--- config.mk ---
export PLATFORM = sky130hd
export DESIGN_NAME = core_bus_requester
export DESIGN_NICKNAME = d
export VERILOG_FILES = /design/src/rtl/core_bus_requester.sv
export SDC_FILE = /design/constraint.sdc
export NUM_CORES = 1
export LEC_CHECK = 0
export BUFFER_PORTS_ARGS = -buffer_cell sky130_fd_sc_hd__buf_2
export CAP_MARGIN = 10
export CORE_UTILIZATION = 42
export CTS_CLUSTER_DIAMETER = 60
export DETAILED_ROUTE_END_ITERATION = 8
export GPL_ROUTABILITY_DRIVEN = 0
export PLACE_DENSITY = 0.82
export SYNTH_ARGS = -nofsm -noshare
export SYNTH_HDL_FRONTEND = slang
export SYNTH_SLANG_ARGS = --single-unit
--- constraint.sdc ---
create_clock -name clk_i -period 2.6 [get_ports clk_i]
set_clock_uncertainty 0.05 [all_clocks]
set_input_delay 0.13 -clock clk_i [delete_from_list [all_inputs] [get_ports clk_i]]
set_output_delay 0.13 -clock clk_i [all_outputs]
set_load 0.01 [all_outputs]
--- src/rtl/core_bus_requester.sv ---
// Per-core bus master front end: turns a core read/write burst command into an arbiter request/grant
// handshake plus a strobe/ack transfer, holding request for the burst then dropping it for a gap.
// Latency: accept->REQ 1, REQ->XFER 1, one beat per acked cycle, RELEASE_CYCLES gap, then oCoreDone.
// Backpressure: grant loss stalls the strobe (beat count frozen); missing ack holds the strobe and current beat.
//
// Ports:
//   clk_i, rst_i (async, active-high)
//   core_req_i/core_we_i/core_addr_i/burst_len_i : burst command, sampled only in IDLE
//   core_wr_data_i / core_wr_pop_o               : write word source, pop pulses on each accepted write beat
//   core_rd_data_o / core_rd_valid_o             : registered read word with 1-cycle valid pulse
//   core_busy_o, core_done_o, core_error_o       : command status
//   request_o / grant_i                          : arbiter handshake
//   bus_addr_o, bus_data_o, bus_we_o, bus_stb_o  : shared bus drive (zero outside XFER)
//   bus_data_i, bus_ack_i                        : bus read data and beat acknowledge
// Optional feature: define BUS_REQ_TIMEOUT_EN to enable the REQ/XFER watchdog (abort -> done+error).
module core_bus_requester #(
    parameter int ADDR_W         = 32,
    parameter int DATA_W         = 32,
    parameter int LEN_W          = 4,
    parameter int RELEASE_CYCLES = 1,
    parameter int TIMEOUT_CYCLES = 256
) (
    input  logic              clk_i,
    input  logic              rst_i,
    input  logic              core_req_i,
    input  logic              core_we_i,
    input  logic [ADDR_W-1:0] core_addr_i,
    input  logic [LEN_W-1:0]  burst_len_i,
    input  logic [DATA_W-1:0] core_wr_data_i,
    output logic              core_wr_pop_o,
    output logic [DATA_W-1:0] core_rd_data_o,
    output logic              core_rd_valid_o,
    output logic              core_busy_o,
    output logic              core_done_o,
    output logic              core_error_o,
    output logic              request_o,
    input  logic              grant_i,
    output logic [ADDR_W-1:0] bus_addr_o,
    output logic [DATA_W-1:0] bus_data_o,
    output logic              bus_we_o,
    output logic              bus_stb_o,
    input  logic [DATA_W-1:0] bus_data_i,
    input  logic              bus_ack_i
);

    typedef enum logic [1:0] {
        ST_IDLE    = 2'd0,
        ST_REQ     = 2'd1,
        ST_XFER    = 2'd2,
        ST_RELEASE = 2'd3
    } state_t;

    localparam int REL_W = (RELEASE_CYCLES > 1) ? $clog2(RELEASE_CYCLES) : 1;

    state_t              state_q, state_d;
    logic                we_q, we_d;
    logic [ADDR_W-1:0]   base_q, base_d;
    logic [LEN_W-1:0]    len_q, len_d;
    // One extra bit so a 16-beat burst counts to 16 without wrapping.
    logic [LEN_W:0]      beat_q, beat_d;
    logic [REL_W-1:0]    rel_q, rel_d;
    logic [DATA_W-1:0]   rd_data_q, rd_data_d;
    logic                rd_valid_q, rd_valid_d;
    logic                done_q, done_d;

    logic                in_xfer;
    logic                beat_ack;
    logic                last_beat;
    logic                timeout_hit;
    logic                release_exit;

    assign in_xfer      = (state_q == ST_XFER);
    // Strobe follows grant so a lost grant stalls the burst rather than aborting it.
    assign bus_stb_o    = in_xfer & grant_i;
    assign beat_ack     = bus_stb_o & bus_ack_i;
    assign last_beat    = (beat_q == {1'b0, len_q});
    assign release_exit = (state_q == ST_RELEASE) && (rel_q == REL_W'(RELEASE_CYCLES - 1));

    assign request_o     = (state_q == ST_REQ) || in_xfer;
    assign core_busy_o   = (state_q != ST_IDLE);
    assign core_wr_pop_o = beat_ack & we_q;
    // Bus drive is gated to XFER so the shared bus sees zeros in every other state, including reset.
    assign bus_addr_o    = in_xfer ? (base_q + ADDR_W'(beat_q)) : '0;
    assign bus_data_o    = in_xfer ? core_wr_data_i : '0;
    assign bus_we_o      = in_xfer & we_q;

    assign core_rd_data_o  = rd_data_q;
    assign core_rd_valid_o = rd_valid_q;
    assign core_done_o     = done_q;

`ifdef BUS_REQ_TIMEOUT_EN
    localparam int TO_W = $clog2(TIMEOUT_CYCLES + 1);

    logic [TO_W-1:0] to_cnt_q, to_cnt_d;
    logic            abort_q, abort_d;
    logic            error_q;
    logic            progress;

    // Any forward step (grant in REQ, or an acked beat) restarts the watchdog.
    assign progress    = ((state_q == ST_REQ) && grant_i) || beat_ack;
    assign timeout_hit = ((state_q == ST_REQ) || in_xfer) && !progress &&
                         (to_cnt_q == TO_W'(TIMEOUT_CYCLES - 1));

    always_comb begin
        to_cnt_d = '0;
        abort_d  = abort_q;
        if (((state_q == ST_REQ) || in_xfer) && !progress && !timeout_hit) begin
            to_cnt_d = to_cnt_q + 1'b1;
        end
        if (timeout_hit) begin
            abort_d = 1'b1;
        end else if (release_exit) begin
            abort_d = 1'b0;
        end
    end

    always_ff @(posedge clk_i or posedge rst_i) begin
        if (rst_i) begin
            to_cnt_q <= '0;
            abort_q  <= 1'b0;
            error_q  <= 1'b0;
        end else begin
            to_cnt_q <= to_cnt_d;
            abort_q  <= abort_d;
            error_q  <= release_exit & abort_q;
        end
    end

    assign core_error_o = error_q;
`else
    logic unused_timeout_cfg;
    assign unused_timeout_cfg = (TIMEOUT_CYCLES > 0);
    assign timeout_hit        = 1'b0;
    assign core_error_o       = 1'b0;
`endif

    always_comb begin
        state_d    = state_q;
        we_d       = we_q;
        base_d     = base_q;
        len_d      = len_q;
        beat_d     = beat_q;
        rel_d      = '0;
        rd_data_d  = rd_data_q;
        rd_valid_d = 1'b0;
        done_d     = 1'b0;
        case (state_q)
            ST_IDLE: begin
                // The cycle carrying done is still closing the previous burst; no accept there.
                if (core_req_i && !done_q) begin
                    we_d    = core_we_i;
                    base_d  = core_addr_i;
                    len_d   = burst_len_i;
                    beat_d  = '0;
                    state_d = ST_REQ;
                end
            end
            ST_REQ: begin
                if (timeout_hit) begin
                    state_d = ST_RELEASE;
                end else if (grant_i) begin
                    state_d = ST_XFER;
                end
            end
            ST_XFER: begin
                if (beat_ack) begin
                    beat_d = beat_q + 1'b1;
                    if (!we_q) begin
                        rd_data_d  = bus_data_i;
                        rd_valid_d = 1'b1;
                    end
                    if (last_beat) begin
                        state_d = ST_RELEASE;
                    end
                end else if (timeout_hit) begin
                    state_d = ST_RELEASE;
                end
            end
            ST_RELEASE: begin
                if (release_exit) begin
                    state_d = ST_IDLE;
                    done_d  = 1'b1;
                end else begin
                    rel_d = rel_q + 1'b1;
                end
            end
            default: begin
                state_d = ST_IDLE;
            end
        endcase
    end

    always_ff @(posedge clk_i or posedge rst_i) begin
        if (rst_i) begin
            state_q    <= ST_IDLE;
            we_q       <= 1'b0;
            base_q     <= '0;
            len_q      <= '0;
            beat_q     <= '0;
            rel_q      <= '0;
            rd_data_q  <= '0;
            rd_valid_q <= 1'b0;
            done_q     <= 1'b0;
        end else begin
            state_q    <= state_d;
            we_q       <= we_d;
            base_q     <= base_d;
            len_q      <= len_d;
            beat_q     <= beat_d;
            rel_q      <= rel_d;
            rd_data_q  <= rd_data_d;
            rd_valid_q <= rd_valid_d;
            done_q     <= done_d;
        end
    end

endmodule
==> metrics.md <==
| Metric | Value |
|---|---|
| Diode count | `0` |
| Mean post-synth cell area | `10.81 sq um` |
| Reg area | `between 1500 and 2000 sq um` |
| Max H-tree Level | `3` |
| First-pass GRT wire length | `roughly 23 mm` |
| CTS sink count | `79` |
| DRT iter0 DRCs | `roughly 330` |
| Multi-input gate area | `2439 sq um` |
| Final Hold Fails | `0` |
| Post-route setup slack | `-0.1669 ns` |
| Primary FF master, synth | `dfrtp_1` |
| Clk_lat worst skew | `~0.35 ns` |
| LEAKAGE | `0.003305 uW` |
| Unique masters post-synth | `48` |
| Status | `finished with violations` |
| Row count | `36` |
| Yosys top cell area share | `45.29%` |
| Clock share of power | `15.8%` |
| NumNets Final | `826` |
| Fillers | `701` |
| Peak supply drop | `0.5894 mV` |
| P&R area growth vs syn | `57.84%` |
| Vias in the first global route | `4620` |
| Longest Clk Path Bufs | `2` |
| Rel. slew slack | `approximately two thirds` |
| Net Sw Power | `between 2000 and 3000 uW` |
| Synth warn | `0` |
| Ys async rst share | `100.0%` |
| Gate count of the mapped netlist | `404` |
| Post-DR vias/cell | `~5.3` |
| Die Height | `104.0 um` |
| Root Driver | `clkbuf_8` |
| Synth cell count leaders | `79 x dfrtp_1, 70 x mux2_2, 35 x and2_1` |
| Die area | `10810 sq um` |
| Gr ovfl total | `0` |
| Final period util | `106.4%` |
| Top-count cell post-synth | `dfrtp_1` |
| Drt wl/cell | `around 17 um` |
| Post-synthesis register bit count | `79` |
| Crit. End Element | `primary output` |
| I/O pin count | `210` |
| CP Class | `reg -> out` |
| Synth area leaders | `dfrtp_1 45%, mux2_2 18%, and2_1 5.0%, xor2_1 4.2%, ha_1 3.2%` |
| CTS clk-pin slew, worst paths | `0.09 ns` |
| Comb power frac | `around 50%` |
| Final ANT Viol Nets | `0` |
| Dpl cells | `744` |
| WHS | `0.2405 ns` |
| CP Launch Type | `flip-flop` |
| Unrepaired setup endpoints after global routing | `true` |
| Net switching fraction of the power | `39.71%` |
| Design Power | `6941 uW` |
| Worst endpoint data arrival time | `2.59 ns` |
| Initial antenna violation count | `0` |
| Area of the mapped netlist | `roughly 4400 sq um` |
| Vias | `4453` |
| Reg power frac | `roughly a third` |
| Final Non-Filler Cells | `approximately 840` |
| Initial Util | `~44%` |
| F_max | `0.3614 GHz` |
| Share of layout cells above drive strength 1 | `50.91%` |
| DRT Pass-1 Iters | `5` |
| CTS Buf Count | `9` |
| Failing checks | `setup timing` |
| Hold WC Path Type | `in -> reg` |
| Final Max Tran Viols | `0` |
| # DRC | `0` |
| Tmin final | `2.767 ns` |
| Max cap viols | `0` |
| IO Port Bufs | `208` |
| DP HPWL | `8.905 mm` |
| Pwr/cell area | `around 1000 nW/um^2` |
| Number of synthesized flops with an enable pin | `0` |
| Worst slew pin tran | `0.5095 ns` |
| Core Box Area | `9910 sq um` |
| Design area | `6890 sq um` |
| CTS tree | `built` |
| Cell Int Power | `approximately 4200 uW` |
| GRT Overall Usage | `a little over a quarter` |
| Detailed Route WL | `14.36 mm` |
| # setup viols final | `12` |
| Setup TNS | `-0.9823 ns` |
| Die W | `104.0 um` |
| Largest net degree at the start of global routing | `46` |
| Sequential area share after synthesis | `45.29%` |
| Crit Path Max Fanout | `7` |
| Area leader, netlist | `dfrtp_1` |
| Worst path required time | `~2.4 ns` |
| Placed cell areas | `5647 sq um` |
flip-flops by register name (all words and copies together) (netlist names):
name / count
len_q: 4
core_rd_valid_o: 1
we_q: 1
core_rd_data_o: 32
beat_q: 5
base_q: 32
core_done_o: 1
state_q: 2
rel_q: 1
repair_timing:
item | 4_1_cts | 5_1_grt
setup buffers | 10 | 7
hold buffers | 70 | 0
setup endpoints to repair | 16 | 22
gates resized for setup | 15 | 27
endpoints found under the hold margin | 96 | 0
pin swaps | 6 | 11
worst paths after layout:
| path | startpoint | end | slack (ns) | cells past startpoint |
|---|---|---|---|---|
| max in group asynchronous | rst_i | state_q[0] | 1.44 | 4 |
| hold / removal | core_req_i | beat_q[0] | 0.24 | 4 |
| setup / recovery | base_q[0] | bus_addr_o[18] | -0.17 | 11 |
| setup reg to reg | state_q[0] | state_q[1] | 0.35 | 7 |
| min in group asynchronous | rst_i | core_rd_data_o[8] | 0.29 | 3 |
| hold reg to reg | rel_q | core_done_o | 0.40 | 1 |
placed cells by master (no fill, tap or decap), types with 3 or more instances in the layout:
cell | synthesis | layout
a21oi_1 | 19 | 13
a21oi_2 | 0 | 6
and2_1 | 35 | 35
and3_1 | 3 | 3
buf_2 | 3 | 207
buf_4 | 3 | 29
bufinv_16 | 0 | 3
clkbuf_8 | 0 | 10
dfrtp_1 | 79 | 75
dfrtp_2 | 0 | 4
dlygate4sd3_1 | 0 | 70
ha_1 | 11 | 7
ha_4 | 0 | 3
inv_1 | 9 | 7
mux2_2 | 70 | 70
nand2_1 | 14 | 13
nand3_1 | 10 | 10
nand4_1 | 6 | 6
nor2_1 | 33 | 32
nor2b_1 | 5 | 4
nor3_1 | 8 | 8
o2111ai_4 | 0 | 3
o211ai_1 | 3 | 3
o21a_1 | 3 | 3
o21ai_0 | 13 | 10
xor2_1 | 21 | 21
power groups by stage:
stage                     logic (uW)  registers [uW]  clock network (uW)
after floorplan                 1860            2340                   0
after global placement          2980            2270                   0
after detailed placement        3070            2320                   0
after CTS                       3280            2320                1120
after global routing            3750            2450                1170
final                           3480            2360                1100
cell families (layout without fill, tap and decap cells):
| group | after synthesis | after routing | synth area share (%) |
|---|---|---|---|
| mux | 72 | 72 | 18.52 |
| simple gates | 131 | 131 | 16.62 |
| other cells | 1 | 2 | 0.08590 |
| buf+inv | 29 | 335 | 2.837 |
| compound gates | 57 | 57 | 8.426 |
| xor+xnor | 23 | 23 | 4.615 |
| fa+ha+maj | 12 | 12 | 3.611 |
| flops | 79 | 79 | 45.29 |
critical path: stages (launching register included):
cell and delay [ns]:
dfrtp_1 0.37, ha_2 0.19, inv_2 0.05, fa_2 0.34, nor2b_2 0.15, o31a_1 0.22
buf_4 0.15, buf_8 0.13, o2111ai_1 0.12, xor2_1 0.18, nor2_1 0.15, buf_2 0.18
area by class of cell:
class	instances	area share [%]
inverters	10	0.5629
repair buffers	311	29.49
clock buffers	10	1.997
flip-flops and latches	79	28.76
clock inverters	4	1.380
multi-input cells	297	35.39
well taps	133	2.415
per-layer routing:
layer	part of all wire, %	wire length (um)	GRT usage (%)	vias to the layer above
met5	0	0	0	-
met4	3.3	478	10.61	0
met3	5.8	827	4.825	55
met2	51	7357	45.24	216
met1	40	5696	31.69	2155
li1	-	-	-	2027
through the flow:
| step | setup WS [ns] | util, % |
|---|---|---|
| floorplan | 0.006498 | - |
| global placement | 0.09771 | 56.98 |
| detailed placement | -0.01972 | 56.98 |
| CTS | -0.1399 | 67.92 |
| global route | -0.2708 | 69.53 |
| finish | -0.1669 | 69.53 |
Power figures use the tool's default switching activity.
